$ cat src/rtl/byte_bank_writer_pkg.sv
// Shared bank layout for the byte-lane writer and selector: sizes, lane bit ranges, FSM states.
package byte_bank_writer_pkg;

    localparam int BANK_W     = 8;
    localparam int BANK_NSLOT = 8;
    localparam int BANK_SELW  = 4;
    localparam int BANK_BUS_W = BANK_W * (BANK_NSLOT + 1);

    typedef enum logic {
        IDLE  = 1'b0,
        CLEAR = 1'b1
    } bank_state_e;

    // Slot k occupies bits [w*k+w-1 : w*k]; lane 0 is the hardwired-zero lane.
    function automatic int slot_lsb(input int w, input int k);
        return w * k;
    endfunction

    function automatic int slot_msb(input int w, input int k);
        return w * k + w - 1;
    endfunction

endpackage

$ cat src/rtl/byte_bank_writer.sv
// Byte bank writer: valid/ready slot writes plus a sequenced clear engine.
// Optional macro BYTE_BANK_WRCNT_EN adds the wr_cnt accepted-write counter port.
module byte_bank_writer
    import byte_bank_writer_pkg::*;
#(
    parameter int W     = BANK_W,
    parameter int NSLOT = BANK_NSLOT,
    parameter int SELW  = BANK_SELW
) (
    input  logic                   clk,
    input  logic                   rst,
    input  logic                   wr_valid,
    input  logic [SELW-1:0]        sel,
    input  logic [W-1:0]           data_in,
    output logic                   wr_ready,
    output logic                   wr_err,
    input  logic                   clr_req,
    output logic                   busy,
    output logic [W*(NSLOT+1)-1:0] data_out
`ifdef BYTE_BANK_WRCNT_EN
    ,
    output logic [7:0]             wr_cnt
`endif
);

    bank_state_e     state_q, state_d;
    logic [SELW-1:0] idx_q, idx_d;
    logic [W-1:0]    slot_q [1:NSLOT];
    logic [W-1:0]    slot_d [1:NSLOT];
    logic            wr_err_q, wr_err_d;
    logic            accept;
    logic            sel_ok;

    assign wr_ready = (state_q == IDLE);
    assign busy     = (state_q == CLEAR);
    assign wr_err   = wr_err_q;
    assign accept   = wr_valid && wr_ready;
    assign sel_ok   = (sel != '0) && (sel <= SELW'(NSLOT));

    always_comb begin
        state_d  = state_q;
        idx_d    = idx_q;
        slot_d   = slot_q;
        wr_err_d = accept && !sel_ok;
        case (state_q)
            IDLE: begin
                if (accept && sel_ok) begin
                    for (int k = 1; k <= NSLOT; k++) begin
                        if (sel == SELW'(k)) slot_d[k] = data_in;
                    end
                end
                // A same-cycle write lands first; the clear sweep then zeroes it too.
                if (clr_req) begin
                    state_d = CLEAR;
                    idx_d   = SELW'(1);
                end
            end
            CLEAR: begin
                for (int k = 1; k <= NSLOT; k++) begin
                    if (idx_q == SELW'(k)) slot_d[k] = '0;
                end
                if (idx_q == SELW'(NSLOT)) begin
                    state_d = IDLE;
                    idx_d   = SELW'(1);
                end else begin
                    idx_d = idx_q + SELW'(1);
                end
            end
            default: begin
                state_d = IDLE;
                idx_d   = SELW'(1);
            end
        endcase
    end

    always_ff @(posedge clk or posedge rst) begin
        if (rst) begin
            state_q  <= IDLE;
            idx_q    <= SELW'(1);
            wr_err_q <= 1'b0;
            for (int k = 1; k <= NSLOT; k++) slot_q[k] <= '0;
        end else begin
            state_q  <= state_d;
            idx_q    <= idx_d;
            wr_err_q <= wr_err_d;
            slot_q   <= slot_d;
        end
    end

`ifdef BYTE_BANK_WRCNT_EN
    logic [7:0] wr_cnt_q, wr_cnt_d;

    always_comb begin
        wr_cnt_d = wr_cnt_q;
        if (state_q == IDLE && clr_req) begin
            wr_cnt_d = '0;
        end else if (accept && sel_ok) begin
            wr_cnt_d = wr_cnt_q + 8'd1;
        end
    end

    always_ff @(posedge clk or posedge rst) begin
        if (rst) wr_cnt_q <= '0;
        else     wr_cnt_q <= wr_cnt_d;
    end

    assign wr_cnt = wr_cnt_q;
`endif

    assign data_out[W-1:0] = '0;
    for (genvar k = 1; k <= NSLOT; k++) begin : g_lane
        assign data_out[slot_msb(W, k):slot_lsb(W, k)] = slot_q[k];
    end

endmodule
$ cat config.mk
export PLATFORM = sky130hd
export DESIGN_NAME = byte_bank_writer
export DESIGN_NICKNAME = d
export VERILOG_FILES = /design/src/rtl/byte_bank_writer_pkg.sv /design/src/rtl/byte_bank_writer.sv
export SDC_FILE = /design/constraint.sdc
export NUM_CORES = 1
export LEC_CHECK = 0
export CAP_MARGIN = 25
export CORE_AREA = 2 2 89 91
export DETAILED_ROUTE_END_ITERATION = 16
export DIE_AREA = 0 0 91 93
export PLACE_DENSITY = 0.72
export SYNTH_ARGS = -nofsm -noshare
export SYNTH_HDL_FRONTEND = slang
export SYNTH_SLANG_ARGS = --single-unit
export TNS_END_PERCENT = 100
$ cat constraint.sdc
create_clock -name clk -period 4.9 [get_ports clk]
set_clock_uncertainty 0.1 [all_clocks]
set_input_delay 0.98 -clock clk [delete_from_list [all_inputs] [get_ports clk]]
set_output_delay 0.98 -clock clk [all_outputs]
set_load 0.01 [all_outputs]
==> results_dict.tcl, run 1 <==
set metrics [dict create \
    ant_nets 0 \
    drc_errors 0 \
    timing.final.crit_share 0.679 \
    rows 32 \
    max_freq_ghz 0.301 \
    critPathBufInv 1 \
    grt_pass1_wl_um 13900 \
    cts.sinks 70 \
    worst_slack_ns 1.57 \
    synth_edf_count 0 \
    dp.cells 455 \
    p_leak_uw 0.00172 \
    post_cts_resize_count 0 \
    io_pins 91 \
    cp_cell_sequence "clkdlybuf4s50_1 -> o31ai_1 -> and3_2 -> nand2b_1 -> o221ai_2" \
    grtUsageTotal 0.210 \
    ir_drop_uv 194 \
    synthCells 285 \
    relSlewSlack 0.354 \
    syn_to_final_growth_pct 30.8 \
    setup_viol 0 \
    clk_pin_slew_ns 0.08 \
    cts-root-buf "clkbuf_8" \
    die_x_um 91 \
    seq_area_um2 1750 \
    start_kind "input pin" \
    grt_max_degree 42 \
    synth_largest_area_cell "dfrtp_1" \
    ys_seq_elements 70 \
    finalHoldViolations 0 \
    fin_tns_setup_ns 0 \
    port_buffers 82 \
    cts_tree "yes" \
    arrival_ns 3.48 \
    cts_buffers 9 \
    power.total_uw 2230 \
    rsz0062_at_grt "false" \
    wire_per_inst_um 18.0 \
    tightest_slew_ns 0.969 \
    hp-class "reg2reg" \
    critical_path_required_ns 5.06 \
    dieArea_um2 8460 \
    cts.htree.levels 3 \
    clk_latency_ns 0.34 \
    synth_cell_type_count 43 \
    fin_nets 384 \
    cts-hold-fix-buffers 0 \
    drive_gt1_frac 0.141 \
    slowest_delay_ns 0.88 \
    fin_cells 471 \
    ys_top_cells_by_area "dfrtp_1 52%, o221ai_2 9.0%, o2bb2ai_1 9.0%" \
    utilization 0.577 \
    via_count 2607 \
    cts_buffer_depth 2 \
    crit_slowest_cell "and3_2" \
    postSynth.asyncResetShare 1.00 \
    start_util 0.441 \
    multi_input_area_um2 1380 \
    path_max_fanout 37 \
    netlist_area_um2 3320 \
    ys.flop_type "dfrtp_1" \
    num-fill-cells 663 \
    p_per_area_nw_per_um2 513 \
    fin_crit_ns 3.33 \
    post-cts-setup-buffers 0 \
    grt_pass1_vias 2582 \
    first_iter_violations 114 \
    diodes 0 \
    firstDrtPassIters 4 \
    synth_warnings 0 \
    globalplace.congestion 0.874 \
    yosysTopAreaCellShare 0.520 \
    die_height_um 93 \
    status "finished clean" \
    cp_top_family "simple AND/OR/NAND/NOR gates" \
    via_per_inst 5.54 \
    grt_overflow 0 \
    place_ws_ns 1.25 \
    postSynthAreaPerCell_um2 11.6 \
    ys_seq_area_frac 0.528 \
    antenna_found_initial 0 \
    fp.coreArea_um2 7530 \
    critPathKind "in2reg" \
    wl_um 8480 \
    drv_cap 0 \
    hpwl_um 5680 \
    maxSlewViolCount 0 \
    crit_path_end_kind "flop" \
]
[layout make-up]
cell class,instances,share of cell area
Clock buffer,10,0.0317
Tap cell,102,0.0294
Clock inverter,6,0.0141
Inverter,12,0.0104
Multi-Input combinational cell,187,0.318
Timing Repair Buffer,84,0.192
Sequential cell,70,0.404
[cell usage after synthesis (2+ instances only)]
| cell | count |
|---|---|
| nand3_1 | 2 |
| dfrtp_1 | 69 |
| o21bai_1 | 3 |
| nand2_2 | 3 |
| ha_1 | 4 |
| o221ai_1 | 3 |
| a21oi_1 | 3 |
| mux2i_1 | 8 |
| o2bb2ai_1 | 34 |
| buf_4 | 10 |
| buf_2 | 4 |
| nor3_1 | 3 |
| o31ai_1 | 2 |
| nand2_1 | 60 |
| a32oi_1 | 2 |
| nand2b_1 | 4 |
| buf_6 | 5 |
| a32o_1 | 2 |
| o221ai_2 | 20 |
| o21ai_2 | 4 |
| clkbuf_1 | 3 |
| nor2_1 | 3 |
| nor3b_1 | 2 |
| nor2b_1 | 2 |
| inv_1 | 11 |
| a2bb2oi_1 | 2 |
[cell families after synthesis]
group                      Yosys count  synth area share
and+or+nand+nor                     85             0.115
AOI/OAI and AO/OA                   82             0.253
DFF                                 70             0.528
buffers and inverters               35            0.0637
muxes                                8            0.0241
adders and majority gates            4            0.0151
other                                1           0.00113
[power by group]
group | internal [µW] | switching (µW)
clock network | 247 | 221
registers | 733 | 148
logic | 443 | 435
total | 1420 | 805
[per-stage QoR]
stage	hold WS [ns]	cell area [µm²]
global placement	0.374	4140
global route	0.415	4340
floorplan	0.422	3350
CTS	0.399	4340
finish	0.396	4340
detailed placement	0.376	4140
[routing by layer]
metal  vias up  share of wire  GRT usage
met2        96           0.47      0.340
met1      1315           0.45      0.287
li1       1190              -          -
met4         0         0.0092     0.0442
met3         6          0.070     0.0556
met5         -              0          0
[flip-flops by register name, summed over array words and instances (netlist names)]
signal / flops
busy: 1
data_out: 64
idx_q: 4
wr_err: 1
[cell usage in the layout (no fill, tap or decap), types with 4 or more instances in the layout]
master / n
clkbuf_8: 10
nand2_1: 60
o2bb2ai_1: 34
nand2b_1: 4
mux2i_1: 8
o221ai_2: 20
inv_1: 10
clkdlybuf4s50_1: 82
o21ai_2: 4
dfrtp_1: 69
conb_1: 8
ha_1: 4
[path summary, 6_finish.rpt]
check	startpoint	end	slack, ns	depth (start not counted)
setup / recovery	sel[1]	data_out[42]	1.57	5
hold / removal	data_out[15]	data_out[15]	0.40	1
setup reg to reg	busy	data_out[42]	2.11	4
hold reg to reg	data_out[15]	data_out[15]	0.40	1
max in group asynchronous	rst	idx_q[0]	2.73	3
min in group asynchronous	rst	data_out[26]	1.03	2
(Power assumes the default switching activity.)
==> run 2: changes to the inputs <==
--- a/config.mk
+++ b/config.mk
@@ -6,9 +6,9 @@
 export NUM_CORES = 1
 export LEC_CHECK = 0
 export CAP_MARGIN = 25
-export CORE_AREA = 2 2 89 91
+export CORE_AREA = 2 2 91 93
 export DETAILED_ROUTE_END_ITERATION = 16
-export DIE_AREA = 0 0 91 93
+export DIE_AREA = 0 0 93 95
 export PLACE_DENSITY = 0.72
 export SYNTH_ARGS = -nofsm -noshare
 export SYNTH_HDL_FRONTEND = slang
==> constraint.sdc (replaced) <==
create_clock -name clk -period 3.05 [get_ports clk]
set_clock_uncertainty 0.1 [all_clocks]
set_input_delay 0.61 -clock clk [delete_from_list [all_inputs] [get_ports clk]]
set_output_delay 0.61 -clock clk [all_outputs]
set_load 0.01 [all_outputs]
==> run 2 against run 1 <==
Flip-flop and latch count unchanged. Final cell count increased by 1.9%. Largest cell class unchanged. Final area is 2.2% higher. Combinational power increased by 65%.
==> results_dict.tcl, run 2 (same netlist as run 1, synthesis figures left out) <==
set metrics [dict create \
    max_freq_ghz 0.384 \
    clk_pin_slew_ns 0.07 \
    cts-hold-fix-buffers 0 \
    maxSlewViolCount 0 \
    grt_max_degree 49 \
    tightest_slew_ns 0.658 \
    internal_power_uw 2420 \
    grt_overflow 0 \
    clk_latency_ns 0.34 \
    diodes 0 \
    ant_nets 0 \
    cp_top_family "simple AND/OR/NAND/NOR gates" \
    status "finished clean" \
    die_x_um 93 \
    switching_share 0.349 \
    topRoutingLayerUsed "met4" \
    drive_gt1_frac 0.155 \
    rows 33 \
    via_count 2594 \
    fin_nets 390 \
    via_per_inst 5.40 \
    comb_power_share 0.391 \
    crit_slowest_cell "or4_1" \
    critPathBufInv 1 \
    arrival_ns 2.71 \
    cts.htree.levels 3 \
    wl_met3_um 682 \
    path_max_fanout 21 \
    cp_cell_sequence "clkdlybuf4s50_1 -> or4_1 -> and3_2 -> nand2b_1 -> o221ai_2" \
    fin_cells 480 \
    hp-class "reg2reg" \
    ir_drop_uv 428 \
    cts_buffers 9 \
    wire_per_inst_um 18.2 \
    finalHoldViolations 0 \
    wl_um 8750 \
    hold_slack_ns 0.398 \
    fin_crit_ns 2.60 \
    p_leak_uw 0.00176 \
    start_util 0.419 \
    grtUsageTotal 0.208 \
    io_pins 91 \
    globalplace.congestion 0.764 \
    critical_path_required_ns 3.15 \
    drv_cap 0 \
    post_cts_resize_count 0 \
    cts-root-buf "clkbuf_8" \
    cts.sinks 70 \
    port_buffers 82 \
    cts_tree "yes" \
    largest_reg_flops 64 \
    critPathKind "in2reg" \
    p_switching_uw 1290 \
    grt_pass1_vias 2594 \
    timing.final.crit_share 0.854 \
    antenna_found_initial 0 \
    fin_tns_setup_ns 0 \
    mostFrequentLayoutCells "82 x clkdlybuf4s50_1, 69 x dfrtp_1, 60 x nand2_1, 34 x o2bb2ai_1, 20 x o221ai_2" \
    setup_viol 0 \
    slowest_delay_ns 0.57 \
    cts_buffer_depth 2 \
    pwr-share-seq 0.378 \
    met2_length_um 4120 \
    final_common_cell "clkdlybuf4s50_1" \
    syn_to_final_growth_pct 33.7 \
    drc_errors 0 \
    firstDrtPassIters 4 \
    clockPowerShare 0.231 \
    wl_met1_um 3890 \
    dp.cells 464 \
    fp.coreArea_um2 7930 \
    post-cts-setup-buffers 0 \
    die_height_um 95 \
    relSlewSlack 0.559 \
    dieArea_um2 8840 \
    p_per_area_nw_per_um2 836 \
    grt_pass1_wl_um 13900 \
    first_iter_violations 188 \
    crit_path_end_kind "flop" \
    rsz0062_at_grt "false" \
    start_kind "input pin" \
    hpwl_um 5980 \
]
run 2: worst register-to-register path, delay by kind of cell (launching register included):
kind / cells / cell delay [ns]
AO/OA/AOI/OAI: 1 / 0.47
AND/OR/NAND/NOR: 1 / 0.27
multiplexers: 1 / 0.24
buffers and inverters: 2 / 0.48
flip-flops: 1 / 0.73
run 2: worst paths after layout:
| path | startpoint | endpoint | slack, ns | depth (start not counted) |
|---|---|---|---|---|
| max | sel[0] | data_out[44] | 0.45 | 5 |
| min | data_out[53] | data_out[53] | 0.40 | 1 |
| max reg2reg | busy | data_out[69] | 0.67 | 5 |
| min reg2reg | data_out[53] | data_out[53] | 0.40 | 1 |
| max in group asynchronous | rst | idx_q[0] | 1.66 | 3 |
| min in group asynchronous | rst | data_out[69] | 0.52 | 2 |
run 2: area by class of cell:
class / count / area, µm²
Timing Repair Buffer: 90 / 893
Sequential cell: 70 / 1750
Clock buffer: 11 / 151
Multi-Input combinational cell: 187 / 1380
Tap cell: 105 / 131
Clock inverter: 5 / 81.3
Inverter: 12 / 45.0
Fill cell: 678 / 3490
run 2: metal layers:
metal,vias to the layer above,GRT usage
met5,-,0
met4,0,0.0600
met3,6,0.0567
met2,93,0.327
met1,1294,0.285
li1,1201,-
run 2: stage by stage:
| stage | util | setup WS [ns] | area (µm²) | total power (µW) |
|---|---|---|---|---|
| 5_1_grt | 0.560 | 0.352 | 4440 | 3930 |
| 3_3_place_gp | 0.530 | 0.164 | 4210 | 2850 |
| 6_report | 0.560 | 0.446 | 4440 | 3710 |
| 2_1_floorplan | - | 0.573 | 3350 | 2190 |
| 3_5_place_dp | 0.530 | 0.0909 | 4210 | 2880 |
| 4_1_cts | 0.560 | 0.464 | 4440 | 3730 |
run 2: power by group through the flow:
stage	sequential (µW)	clock [µW]	combinational, µW
after floorplan	1450	0	736
after global placement	1410	0	1440
after detailed placement	1410	0	1460
after CTS	1400	867	1470
after global routing	1430	907	1590
final	1400	857	1450
